### src/rtl/ram_arbiter_if.sv
// ram_arbiter_if: bus bundle between the two RAM requesters, the shared
// RAM macro and ram_arbiter.
//
// Port A / port B signals:
//   req_x     level request, held until the requester is done
//   we_x      1 = write, 0 = read
//   addr_x    requested RAM address
//   wdata_x   write data
//   gnt_x     port x owns the RAM this cycle
//   rvalid_x  rdata carries port x's read result this cycle
// Shared:
//   rdata                   read data, qualified by rvalid_a / rvalid_b
//   ram_we/addr/wdata       RAM macro control, owned by the arbiter
//   ram_rdata               RAM synchronous read data (one cycle after address)
//
// Modports:
//   slave   the arbiter
//   master  the system side (both requesters plus the RAM macro)
interface ram_arbiter_if #(
  parameter int ADDR_W = 4,
  parameter int DATA_W = 8
);
  logic              req_a;
  logic              we_a;
  logic [ADDR_W-1:0] addr_a;
  logic [DATA_W-1:0] wdata_a;
  logic              gnt_a;
  logic              rvalid_a;

  logic              req_b;
  logic              we_b;
  logic [ADDR_W-1:0] addr_b;
  logic [DATA_W-1:0] wdata_b;
  logic              gnt_b;
  logic              rvalid_b;

  logic [DATA_W-1:0] rdata;

  logic              ram_we;
  logic [ADDR_W-1:0] ram_addr;
  logic [DATA_W-1:0] ram_wdata;
  logic [DATA_W-1:0] ram_rdata;

  modport slave (
    input  req_a, we_a, addr_a, wdata_a,
    input  req_b, we_b, addr_b, wdata_b,
    input  ram_rdata,
    output gnt_a, rvalid_a, gnt_b, rvalid_b,
    output rdata, ram_we, ram_addr, ram_wdata
  );

  modport master (
    output req_a, we_a, addr_a, wdata_a,
    output req_b, we_b, addr_b, wdata_b,
    output ram_rdata,
    input  gnt_a, rvalid_a, gnt_b, rvalid_b,
    input  rdata, ram_we, ram_addr, ram_wdata
  );
endinterface

### src/rtl/ram_arbiter.sv
// ram_arbiter: shares one single-port RAM between port A (CPU bus) and
// port B (loader / debug monitor).
//
// Grants are registered. Ties in IDLE go to the port that did not own the
// RAM last. Under continuous contention an owner keeps the RAM for at most
// MAX_HOLD access cycles before ownership is forced to the other port.
//
// Ports:
//   clk   system clock, posedge
//   rst   asynchronous, active-low reset
//   bus   ram_arbiter_if.slave (requester A/B, rdata, RAM macro signals)
module ram_arbiter #(
  parameter int ADDR_W   = 4,
  parameter int DATA_W   = 8,
  parameter int MAX_HOLD = 8
) (
  input  logic          clk,
  input  logic          rst,
  ram_arbiter_if.slave  bus
);

  // One spare bit so the counter can represent MAX_HOLD-1 without wrapping.
  localparam int                HOLD_W    = $clog2(MAX_HOLD) + 1;
  localparam logic [HOLD_W-1:0] HOLD_LAST = HOLD_W'(MAX_HOLD - 1);

  typedef enum logic [1:0] {IDLE, OWN_A, OWN_B} state_t;

  state_t            state;
  state_t            state_nxt;
  logic [HOLD_W-1:0] hold_cnt;
  logic [HOLD_W-1:0] hold_nxt;
  logic              last_b;
  logic              gnt_a;
  logic              gnt_b;
  logic              rvalid_a;
  logic              rvalid_b;
  logic              acc_a;
  logic              acc_b;

  assign acc_a = gnt_a & bus.req_a;
  assign acc_b = gnt_b & bus.req_b;

  // Next-owner decision. hold_nxt only advances while the owner keeps
  // accessing and the other port is waiting; any other outcome clears it.
  always_comb begin
    state_nxt = state;
    hold_nxt  = '0;
    case (state)
      IDLE: begin
        if (bus.req_a && bus.req_b) state_nxt = last_b ? OWN_A : OWN_B;
        else if (bus.req_a)         state_nxt = OWN_A;
        else if (bus.req_b)         state_nxt = OWN_B;
      end
      OWN_A: begin
        if (!bus.req_a) begin
          state_nxt = bus.req_b ? OWN_B : IDLE;
        end else if (bus.req_b) begin
          if (hold_cnt == HOLD_LAST) state_nxt = OWN_B;
          else                       hold_nxt  = hold_cnt + HOLD_W'(1);
        end
      end
      OWN_B: begin
        if (!bus.req_b) begin
          state_nxt = bus.req_a ? OWN_A : IDLE;
        end else if (bus.req_a) begin
          if (hold_cnt == HOLD_LAST) state_nxt = OWN_A;
          else                       hold_nxt  = hold_cnt + HOLD_W'(1);
        end
      end
      default: state_nxt = IDLE;
    endcase
  end

  // Ownership register; rvalid is tagged with the port that issued the read
  // in this cycle, independent of who owns the RAM next cycle.
  always_ff @(posedge clk or negedge rst) begin
    if (!rst) begin
      state    <= IDLE;
      gnt_a    <= 1'b0;
      gnt_b    <= 1'b0;
      hold_cnt <= '0;
      last_b   <= 1'b1;
      rvalid_a <= 1'b0;
      rvalid_b <= 1'b0;
    end else begin
      state    <= state_nxt;
      gnt_a    <= (state_nxt == OWN_A);
      gnt_b    <= (state_nxt == OWN_B);
      hold_cnt <= hold_nxt;
      if (state_nxt != state && state_nxt != IDLE)
        last_b <= (state_nxt == OWN_B);
      rvalid_a <= acc_a & ~bus.we_a;
      rvalid_b <= acc_b & ~bus.we_b;
    end
  end

  // RAM control follows the owner combinationally and idles at zero.
  assign bus.ram_we    = (acc_a & bus.we_a) | (acc_b & bus.we_b);
  assign bus.ram_addr  = acc_a ? bus.addr_a  : (acc_b ? bus.addr_b  : '0);
  assign bus.ram_wdata = acc_a ? bus.wdata_a : (acc_b ? bus.wdata_b : '0);

  assign bus.gnt_a    = gnt_a;
  assign bus.gnt_b    = gnt_b;
  assign bus.rvalid_a = rvalid_a;
  assign bus.rvalid_b = rvalid_b;
  assign bus.rdata    = bus.ram_rdata;

endmodule

### src/flat_wrapper.sv
// flat-port wrapper written by rule: the top's interface ports become plain ports
module ram_arbiter_flat 
#(
  parameter int ADDR_W   = 4,
  parameter int DATA_W   = 8,
  parameter int MAX_HOLD = 8
)
  (clk, rst, bus_req_a, bus_we_a, bus_addr_a, bus_wdata_a, bus_req_b, bus_we_b, bus_addr_b, bus_wdata_b, bus_ram_rdata, bus_gnt_a, bus_rvalid_a, bus_gnt_b, bus_rvalid_b, bus_rdata, bus_ram_we, bus_ram_addr, bus_ram_wdata);
  ram_arbiter_if #(.ADDR_W(ADDR_W), .DATA_W(DATA_W)) bus_i ();
  input  logic clk;
  input  logic rst;
  input wire logic [$bits(bus_i.req_a)-1:0] bus_req_a;
  input wire logic [$bits(bus_i.we_a)-1:0] bus_we_a;
  input wire logic [$bits(bus_i.addr_a)-1:0] bus_addr_a;
  input wire logic [$bits(bus_i.wdata_a)-1:0] bus_wdata_a;
  input wire logic [$bits(bus_i.req_b)-1:0] bus_req_b;
  input wire logic [$bits(bus_i.we_b)-1:0] bus_we_b;
  input wire logic [$bits(bus_i.addr_b)-1:0] bus_addr_b;
  input wire logic [$bits(bus_i.wdata_b)-1:0] bus_wdata_b;
  input wire logic [$bits(bus_i.ram_rdata)-1:0] bus_ram_rdata;
  output wire logic [$bits(bus_i.gnt_a)-1:0] bus_gnt_a;
  output wire logic [$bits(bus_i.rvalid_a)-1:0] bus_rvalid_a;
  output wire logic [$bits(bus_i.gnt_b)-1:0] bus_gnt_b;
  output wire logic [$bits(bus_i.rvalid_b)-1:0] bus_rvalid_b;
  output wire logic [$bits(bus_i.rdata)-1:0] bus_rdata;
  output wire logic [$bits(bus_i.ram_we)-1:0] bus_ram_we;
  output wire logic [$bits(bus_i.ram_addr)-1:0] bus_ram_addr;
  output wire logic [$bits(bus_i.ram_wdata)-1:0] bus_ram_wdata;
  assign bus_i.req_a = bus_req_a;
  assign bus_i.we_a = bus_we_a;
  assign bus_i.addr_a = bus_addr_a;
  assign bus_i.wdata_a = bus_wdata_a;
  assign bus_i.req_b = bus_req_b;
  assign bus_i.we_b = bus_we_b;
  assign bus_i.addr_b = bus_addr_b;
  assign bus_i.wdata_b = bus_wdata_b;
  assign bus_i.ram_rdata = bus_ram_rdata;
  assign bus_gnt_a = bus_i.gnt_a;
  assign bus_rvalid_a = bus_i.rvalid_a;
  assign bus_gnt_b = bus_i.gnt_b;
  assign bus_rvalid_b = bus_i.rvalid_b;
  assign bus_rdata = bus_i.rdata;
  assign bus_ram_we = bus_i.ram_we;
  assign bus_ram_addr = bus_i.ram_addr;
  assign bus_ram_wdata = bus_i.ram_wdata;
  ram_arbiter #(.ADDR_W(ADDR_W), .DATA_W(DATA_W), .MAX_HOLD(MAX_HOLD)) u_core (.clk(clk), .rst(rst), .bus(bus_i));
endmodule
### config.mk
export PLATFORM = sky130hd
export DESIGN_NAME = ram_arbiter_flat
export DESIGN_NICKNAME = d
export VERILOG_FILES = /design/src/rtl/ram_arbiter_if.sv /design/src/rtl/ram_arbiter.sv /design/src/flat_wrapper.sv
export SDC_FILE = /design/constraint.sdc
export NUM_CORES = 1
export LEC_CHECK = 0
export BUFFER_PORTS_ARGS = -buffer_cell sky130_fd_sc_hd__buf_2
export CAP_MARGIN = 0
export CORE_MARGIN = 3
export CORE_UTILIZATION = 39
export DETAILED_ROUTE_END_ITERATION = 8
export GPL_ROUTABILITY_DRIVEN = 0
export GPL_TIMING_DRIVEN = 1
export PLACE_DENSITY = 0.82
export SYNTH_ARGS = -nofsm -noshare
export SYNTH_HDL_FRONTEND = slang
export SYNTH_SLANG_ARGS = --single-unit
### constraint.sdc
create_clock -name clk -period 2.08 [get_ports clk]
set_input_delay 0.416 -clock clk [delete_from_list [all_inputs] [get_ports clk]]
set_output_delay 0.416 -clock clk [all_outputs]
set_load 0.1 [all_outputs]
==> results of run 1 <==
-- layout make-up --
cell class	instances	area, sq um
Clock buffer	4	26.3
Fill cell	152	613
Multi-Input combinational cell	61	558
Sequential cell	11	284
Inverter	3	11.3
Tap cell	27	33.8
Timing Repair Buffer	49	455
-- registers in the layout, indices dropped and copies added, names as in the netlist --
name                 flops
u_core.state             2
u_core.hold_cnt          4
u_core.bus.gnt_b         1
u_core.bus.rvalid_b      1
u_core.bus.rvalid_a      1
u_core.last_b            1
u_core.bus.gnt_a         1
-- worst max-delay path, delay by kind of cell, from the launching register on --
kind,cells,cell delay [ns]
simple gates,2,0.35
compound gates,1,0.14
buf+inv,2,0.36
flops,1,0.47
-- path summary, 6_finish.rpt --
kind	start	slack, ns	to	depth (start not counted)
worst max-delay path	u_core.bus.gnt_a	0.08	bus_ram_addr[1]	5
worst min-delay path	rst	-0.00003	u_core.hold_cnt[0]	1
worst max register to register	u_core.state[1]	0.12	u_core.last_b	7
worst min register to register	u_core.hold_cnt[0]	0.49	u_core.hold_cnt[0]	1
max in group asynchronous	rst	1.82	u_core.last_b	1
min in group clk	bus_we_b	0.33	u_core.bus.rvalid_b	2
-- what timing repair did --
item,in CTS,in global routing
resized for setup,0,7
endpoints found under the hold margin,0,0
endpoints found under the setup margin,0,3
hold buffers,0,0
-- stage by stage --
stage	area [sq um]	cells	hold slack [ns]	power (W)	setup TNS, ns
4_1_cts	1350	154	0.00236	0.00166	0
5_1_grt	1370	155	0.00445	0.00175	-0.00739
3_3_place_gp	1320	150	0.289	0.00147	0
6_report	1370	155	-0.0000332	0.00167	0
2_1_floorplan	941	88	0.120	0.00124	0
3_5_place_dp	1320	150	0.296	0.00151	0
-- cell families after synthesis --
group / Yosys count
XOR/XNOR: 1
buffers and inverters: 16
multiplexers: 1
AND/OR/NAND/NOR: 29
adder cells (fa/ha/maj): 5
flip-flops: 11
AO/OA/AOI/OAI: 25
-- layer usage --
| metal | up-vias | track usage (%) | share of wire [%] |
|---|---|---|---|
| met5 | - | 0 | 0 |
| met4 | 0 | 7.66 | 1.8 |
| met3 | 13 | 5.44 | 4.2 |
| met2 | 15 | 34.9 | 60 |
| met1 | 408 | 20.7 | 34 |
| li1 | 396 | - | - |
-- layout by cell type, fill, tap and decap left out, types with 2 or more instances in the layout --
cell type	count
nor3_1	3
nor2_1	7
buf_6	2
a22o_2	2
a32o_1	2
dfrtp_2	3
buf_2	33
ha_1	5
nor2b_1	2
inv_1	3
buf_12	13
and2_1	2
nand2_1	2
nand3_1	3
o21ai_0	2
clkbuf_4	3
a22o_4	10
dfrtp_1	6
-- power groups by stage --
stage               clock network (W)  logic (W)  registers, W
floorplan                           0   0.000798      0.000443
global placement                    0    0.00114      0.000331
detailed placement                  0    0.00117      0.000337
CTS                          0.000149    0.00118      0.000333
global route                 0.000159    0.00124      0.000349
finish                       0.000146    0.00119      0.000339
==> flow_metrics.env, run 1 <==
export IMPL_crit_required_ns=1.66
export IMPL_crit_chain="and2_1 > nor2_2 > buf_4 > a22o_4 > buf_12"
export IMPL_fmax_mhz=499
export IMPL_drt_initial_drc_count=12
export IMPL_wl_per_cell_um=16.6
export IMPL_fin_hold_ws_ns=-0.0000332
export IMPL_synth_top_family_by_area="compound AO/OA/AOI/OAI gates"
export IMPL_finalCriticalPeriod_ns=2.00
export IMPL_p_switching_w=0.000879
export IMPL_cp_arrival_ns=1.59
export IMPL_clkPwrFrac_pct=8.7
export IMPL_syn_inst=88
export IMPL_p_int_w=0.000794
export IMPL_area_growth_syn_to_layout_pct=64.8
export IMPL_ioPinCount=63
export IMPL_insertedDiodeCount=0
export IMPL_port_buffers=46
export IMPL_insertion_delay_ns=0.27
export IMPL_dpl_hpwl_mm=2.03
export IMPL_synth_seq_area_share_pct=33.3
export IMPL_cts_tree="built"
export IMPL_crit_path_max_incr_delay_ns=0.47
export IMPL_via_count=832
export IMPL_die_w_um=52.2
export IMPL_synth_xor_area_share_pct=1.05
export IMPL_grt_pass1_wl_mm=3.84
export IMPL_min_period_over_period_pct=96.4
export IMPL_slowest_stage="dfrtp_4"
export IMPL_p_leak_nw=0.672
export IMPL_slew_viol_final=0
export IMPL_clock_sinks=11
export IMPL_synth_compound_area_share_pct=25.3
export IMPL_crit_path_end_kind="output port"
export IMPL_yosysTopAreaCell="dfrtp_1"
export IMPL_preCtsSetupSlack_ns=0.0765
export IMPL_hp_class="in -> async"
export IMPL_hold_violations=1
export IMPL_ir_worst_vdd_uv=733
export IMPL_start_util_pct=41.9
export IMPL_syn_cell_area_sq_um=831
export IMPL_clkSlewWorstSetupHoldPaths_ns=0.07
export IMPL_synth_area_top_cells="dfrtp_1 30%, a22o_1 14%, ha_1 7.5%"
export IMPL_synth_distinct_cells=35
export IMPL_drv_cap=0
export IMPL_synth_top_area_share_pct=30.1
export IMPL_synth_most_common_cell="a22o_1"
export IMPL_drt_wl_total_mm=2.57
export IMPL_drive_gt1_share_pct=58.6
export IMPL_clock_tree_buffer_depth=2
export IMPL_drc=0
export IMPL_row_count=16
export IMPL_grt_pass1_vias=834
export IMPL_avgSynthCellArea_sq_um=9.44
export IMPL_yosys_warnings=0
export IMPL_synth_main_ff_cell="dfrtp_1"
export IMPL_tightest_slew_ns=0.491
export IMPL_timing_final_ws_setup_ns=0.0751
export IMPL_finClkSkew_ns=0.000500
export IMPL_cts_root_buf="clkbuf_4"
export IMPL_cts_setup_buffers=0
export IMPL_core_area_sq_um=1980
export IMPL_cp_max_fo=6
export IMPL_synth_seq_cells=11
export IMPL_cts_made_buffers=3
export IMPL_power_density_nw_per_um2=1220
export IMPL_status="finished with violations"
export IMPL_grt_overflow=0
export IMPL_comb_power_share_pct=71.1
export IMPL_grt_util_all_layers_pct=19.2
export IMPL_synthArstFlopShare_pct=100
export IMPL_synthMuxAreaShare_pct=1.36
export IMPL_sw_frac_of_total_pct=52.5
export IMPL_antenna_left=0
export IMPL_startpoint_type="flop"
export IMPL_ys_top_cells_by_count="13 x a22o_1, 10 x dfrtp_1, 8 x buf_4, 8 x nor2_1, 5 x ha_1"
export IMPL_dieArea_sq_um=2720
export IMPL_worstSetupPathType="reg -> out"
export IMPL_h_tree_depth=1
export IMPL_drt_pre_antenna_iters=4
export IMPL_synth_nets=131
export IMPL_violations="hold timing"
export IMPL_synth_edff_count=0
export IMPL_post_synth_fa_ha_maj_area_fraction_pct=7.53
export IMPL_seqPwrFrac_pct=20.2
export IMPL_grt_start_max_net_pins=15
export IMPL_setup_viol=0
export IMPL_yosys_area_share_simple_pct=19.4
export IMPL_die_y_um=52.2
export IMPL_relSlewSlack_pct=67.5
export IMPL_nets=172
export IMPL_avgViaCountPerCell=5.37
export IMPL_antenna_found_initial=0
export IMPL_postLayoutCoreUtil_pct=69.1
Note: power is estimated with default switching activity, not from simulation.
==> run 2: changes to the inputs <==
BUFFER_PORTS_ARGS = -buffer_cell sky130_fd_sc_hd__clkbuf_2   (was -buffer_cell sky130_fd_sc_hd__buf_2)
CORE_UTILIZATION = 42   (was 39)
PLACE_DENSITY = 0.87   (was 0.82)
clock period = 2.5 ns   (was 2.08 ns; I/O delays follow)
==> run 2 against run 1 <==
Effect of this change:
- the flow now finishes without violations
- cell count down 2.6%
- count of clock-buffer cells in the layout fell by 1
- sequential cell count unchanged
- final area decreased by 8.4%
- global-route usage grew 2.1 points
- sequential power decreased by 18%
- hold slack improved by 0.086 ns
- critical endpoint is now bus_ram_wdata[6]
- largest power group unchanged
- highest routed layer unchanged
==> flow_metrics.env, run 2 (synthesized netlist as in run 1, its figures left out) <==
export IMPL_dieArea_sq_um=2550
export IMPL_cp_arrival_ns=1.70
export IMPL_grt_overflow=0
export IMPL_p_int_w=0.000614
export IMPL_hold_violations=0
export IMPL_met2_usage_pct=38.0
export IMPL_p_leak_nw=0.621
export IMPL_cpLargestDelayFamily="simple AND/OR/NAND/NOR gates"
export IMPL_antenna_found_initial=0
export IMPL_clkPwrFrac_pct=9.3
export IMPL_die_w_um=50.5
export IMPL_cp_max_fo=12
export IMPL_clock_sinks=11
export IMPL_fin_tns_setup_ns=0
export IMPL_cts_hold_buf=0
export IMPL_drive_gt1_share_pct=56.3
export IMPL_relSlewSlack_pct=63.4
export IMPL_comb_power_share_pct=70.1
export IMPL_ir_worst_vdd_uv=607
export IMPL_startpoint_type="flop"
export IMPL_finalCriticalPeriod_ns=2.20
export IMPL_seqPwrFrac_pct=20.6
export IMPL_start_util_pct=46.1
export IMPL_fillers=137
export IMPL_grt_use_met3_pct=4.15
export IMPL_grt_setup_unrepaired="no"
export IMPL_crit_path_end_kind="output port"
export IMPL_ioPinCount=63
export IMPL_p_switching_w=0.000735
export IMPL_nets=170
export IMPL_cts_setup_buffers=0
export IMPL_antenna_left=0
export IMPL_cts_made_buffers=3
export IMPL_avgViaCountPerCell=5.72
export IMPL_drt_pre_antenna_iters=4
export IMPL_finalInstanceArea_sq_um=1250
export IMPL_clkSlewWorstSetupHoldPaths_ns=0.07
export IMPL_dpl_hpwl_mm=2.00
export IMPL_final_cell_mix="33 x clkbuf_2, 13 x buf_12, 12 x a22o_2"
export IMPL_status="completed"
export IMPL_drt_wl_total_mm=2.57
export IMPL_wl_per_cell_um=17.0
export IMPL_insertedDiodeCount=0
export IMPL_area_growth_syn_to_layout_pct=50.9
export IMPL_dpl_instance_area_sq_um=1220
export IMPL_fmax_mhz=454
export IMPL_drt_initial_drc_count=53
export IMPL_total_power_w=0.00135
export IMPL_post_cts_resized=0
export IMPL_power_density_nw_per_um2=1080
export IMPL_largestRegisters="u_core.hold_cnt x4, u_core.state x2"
export IMPL_sw_frac_of_total_pct=54.5
export IMPL_crit_path_max_incr_delay_ns=0.41
export IMPL_largest_reg_flops=4
export IMPL_grt_util_all_layers_pct=21.3
export IMPL_busiest_layer="met2"
export IMPL_layout_commonest_cell="clkbuf_2"
export IMPL_setup_viol=0
export IMPL_clock_tree_buffer_depth=2
export IMPL_finClkSkew_ns=0.000385
export IMPL_tightest_slew_ns=0.551
export IMPL_max_flop_register="u_core.hold_cnt"
export IMPL_insertion_delay_ns=0.28
export IMPL_worstSetupPathType="reg -> out"
export IMPL_row_count=15
export IMPL_drc=0
export IMPL_slowest_stage="nor2_2"
export IMPL_critical_path_buf_inv_count=1
export IMPL_slew_viol_final=0
export IMPL_crit_required_ns=2.00
export IMPL_port_buffers=46
export IMPL_h_tree_depth=1
export IMPL_drv_cap=0
export IMPL_hp_class="in -> async"
export IMPL_via_count=863
export IMPL_grt_start_max_net_pins=15
export IMPL_crit_chain="and2_1 > nor2_2 > a22o_2 > buf_12"
export IMPL_grt_pass1_wl_mm=4.11
export IMPL_core_area_sq_um=1800
export IMPL_grt_pass1_vias=825
export IMPL_cts_tree="built"
export IMPL_min_period_over_period_pct=88.1
export IMPL_cts_root_buf="clkbuf_4"
export IMPL_die_y_um=50.5
export IMPL_use_met1_pct=25.2
[run 2: final timing paths]
| check | startpoint | end | slack (ns) | cells after the start |
|---|---|---|---|---|
| max | u_core.bus.gnt_a | bus_ram_wdata[6] | 0.30 | 4 |
| min | rst | u_core.hold_cnt[1] | 0.09 | 1 |
| max reg2reg | u_core.state[1] | u_core.last_b | 0.39 | 7 |
| min reg2reg | u_core.hold_cnt[0] | u_core.hold_cnt[0] | 0.54 | 1 |
| max in group asynchronous | rst | u_core.last_b | 2.14 | 1 |
| min in group clk | bus_we_b | u_core.bus.rvalid_b | 0.38 | 2 |
[run 2: final cells by class]
| class | count | area [sq um] | share of cell area [%] |
|---|---|---|---|
| clock buffer | 3 | 22.5 | 1.80 |
| clock inverter | 1 | 5.00 | 0.399 |
| inverter | 3 | 11.3 | 0.898 |
| multi-input combinational | 61 | 473 | 37.7 |
| sequential | 11 | 278 | 22.2 |
| tap | 25 | 31.3 | 2.50 |
| timing repair buffer | 47 | 433 | 34.5 |
[run 2: power by group through the flow]
stage / combinational, W / sequential, W / clock, W
floorplan: 0.000621 / 0.000363 / 0
global placement: 0.000905 / 0.000269 / 0
detailed placement: 0.000933 / 0.000277 / 0
CTS: 0.000942 / 0.000274 / 0.000126
global route: 0.000996 / 0.000285 / 0.000132
finish: 0.000946 / 0.000278 / 0.000125
[run 2: routing by layer]
layer  vias to the layer above  part of all wire (%)
met3                        13                   6.7
met1                       413                    35
met2                        41                    56
li1                        396                     -
met5                         -                     0
met4                         0                   2.3
[run 2: metrics by stage]
step           cells  setup WS, ns  hold WS, ns  util, %
4_1_cts          151        0.0787       0.0977     69.4
3_3_place_gp     147         0.198        0.381     67.9
6_report         151         0.299       0.0855     69.6
2_1_floorplan     88        0.0828        0.204        -
5_1_grt          151         0.231        0.100     69.6
3_5_place_dp     147         0.108        0.391     67.9
==> run 3: changes to the inputs <==
CORE_MARGIN = not set   (was 3)
CORE_UTILIZATION = 39   (was 42)
PLACE_DENSITY = 0.82   (was 0.87)
clock period = 2.1 ns   (was 2.5 ns; I/O delays follow)
==> run 3 against run 2 <==
Effect of this change:
- utilization shrank 0.58 points
- clock skew increased by 0.0062 ns
- clock power rose by 22%
- via count fell by 1.3%
- sequential power rose by 19%
- final area up 9.1%
- critical path type is now reg -> reg
- critical endpoint is now u_core.last_b
- largest cell class unchanged
- highest routed layer unchanged
==> flow_metrics.env, run 3 (synthesized netlist as in run 1, its figures left out) <==
export IMPL_cts_tree="built"
export IMPL_timing_final_ws_setup_ns=0.0731
export IMPL_dieArea_sq_um=2320
export IMPL_grt_pass1_wl_mm=3.24
export IMPL_setup_viol=0
export IMPL_max_flop_register="u_core.hold_cnt"
export IMPL_largestRegisters="u_core.hold_cnt x4, u_core.state x2"
export IMPL_cp_arrival_ns=2.24
export IMPL_status="completed"
export IMPL_cpLargestDelayFamily="compound AO/OA/AOI/OAI gates"
export IMPL_preCtsSetupSlack_ns=0.0531
export IMPL_crit_required_ns=2.31
export IMPL_cp_num_cells=7
export IMPL_relSlewSlack_pct=63.6
export IMPL_dpl_hpwl_mm=1.91
export IMPL_drt_pre_antenna_iters=4
export IMPL_grt_util_all_layers_pct=20.1
export IMPL_wl_per_cell_um=16.1
export IMPL_p_leak_nw=0.676
export IMPL_drive_gt1_share_pct=57.8
export IMPL_drc=0
export IMPL_postLayoutCoreUtil_pct=69.0
export IMPL_worstSetupPathType="reg -> reg"
export IMPL_startpoint_type="flop"
export IMPL_hp_class="in -> async"
export IMPL_grt_start_max_net_pins=15
export IMPL_core_area_sq_um=1980
export IMPL_ioPinCount=63
export IMPL_crit_path_end_kind="flop"
export IMPL_place_inst=150
export IMPL_drv_cap=0
export IMPL_crit_chain="inv_1 > ha_1 > a21o_1 > a32o_1 > a32o_2 > or3_1 > nand4_1"
export IMPL_ir_worst_vdd_uv=695
export IMPL_die_y_um=48.2
export IMPL_drt_wl_total_mm=2.49
export IMPL_r2r_start="u_core.state[1]"
export IMPL_fin_tns_setup_ns=0
export IMPL_die_w_um=48.2
export IMPL_critPathLaunch="u_core.state[1]"
export IMPL_via_count=852
export IMPL_clock_sinks=11
export IMPL_insertedDiodeCount=0
export IMPL_fmax_mhz=493
export IMPL_port_buffers=46
export IMPL_grt_overflow=0
export IMPL_avgViaCountPerCell=5.50
export IMPL_crit_end="u_core.last_b"
export IMPL_drt_initial_drc_count=18
export IMPL_final_cell_mix="33 x clkbuf_2, 13 x buf_12, 10 x a22o_4"
export IMPL_h_tree_depth=1
export IMPL_slew_viol_final=0
export IMPL_layout_commonest_cell="clkbuf_2"
export IMPL_cts_made_buffers=3
export IMPL_area_growth_syn_to_layout_pct=64.6
export IMPL_antenna_found_initial=0
export IMPL_cts_root_buf="clkbuf_4"
export IMPL_slowest_stage="dfrtp_2"
export IMPL_grt_pass1_vias=741
export IMPL_finalInstanceArea_sq_um=1370
export IMPL_cts_hold_buf=0
export IMPL_tightest_slew_ns=0.548
export IMPL_dpl_instance_area_sq_um=1320
export IMPL_crit_path_max_incr_delay_ns=0.46
export IMPL_clkSlewWorstSetupHoldPaths_ns=0.08
export IMPL_start_util_pct=41.9
export IMPL_min_period_over_period_pct=96.5
export IMPL_nets=172
export IMPL_antenna_left=0
export IMPL_r2r_cells=7
export IMPL_clock_tree_buffer_depth=2
export IMPL_rrSetupSlack_ns=0.07
export IMPL_largest_reg_flops=4
export IMPL_power_density_nw_per_um2=1230
export IMPL_hold_violations=0
export IMPL_finalCriticalPeriod_ns=2.03
export IMPL_critical_path_buf_inv_count=1
export IMPL_row_count=16
export IMPL_finClkSkew_ns=0.00658
export IMPL_insertion_delay_ns=0.28
export IMPL_worstReg2RegEnd="u_core.last_b"
export IMPL_cp_max_fo=9
export IMPL_stdcell_count=155
==> run 3: timing repair <==
| action | CTS | global route |
|---|---|---|
| setup endpoints to repair | 0 | 4 |
| gates resized for setup | 0 | 6 |
| setup buffers | 0 | 0 |
==> run 3: how the worst min path moves through the flow <==
stage | startpoint | depth (start not counted) | to | slack [ns]
after floorplan | rst | 0 | u_core.bus.gnt_b | 0.12
after global placement | rst | 1 | u_core.hold_cnt[2] | 0.31
after detailed placement | rst | 1 | u_core.hold_cnt[2] | 0.31
after CTS | rst | 1 | u_core.hold_cnt[2] | 0.02
after global routing | rst | 1 | u_core.hold_cnt[2] | 0.03
final | rst | 1 | u_core.hold_cnt[2] | 0.005
==> run 3: through the flow <==
stage | hold WS, ns | power, W
2_1_floorplan | 0.124 | 0.00123
3_3_place_gp | 0.308 | 0.00146
3_5_place_dp | 0.313 | 0.00150
4_1_cts | 0.0225 | 0.00164
5_1_grt | 0.0290 | 0.00176
6_report | 0.00455 | 0.00168
==> run 3: area by class of cell <==
class | count | area [sq um]
fillers | 144 | 614
inverters | 3 | 11.3
clock buffers | 4 | 26.3
repair buffers | 49 | 455
well taps | 27 | 33.8
flip-flops and latches | 11 | 283
multi-input cells | 61 | 558
==> run 3: routing by layer <==
metal,share of wire (%),vias to the layer above,global-route usage (%)
li1,-,403,-
met1,39,405,23.1
met2,54,29,36.0
met3,4.0,15,4.07
met4,2.9,0,8.33
met5,0,-,0
==> run 3: report_power, final <==
group	switching, W	total, W	leakage (nW)	internal [W]
combinational	0.000759	0.00120	0.520	0.000436
clock	0.0000782	0.000152	0.0150	0.0000737
sequential	0.0000569	0.000332	0.141	0.000275
total	0.000894	0.00168	0.676	0.000785
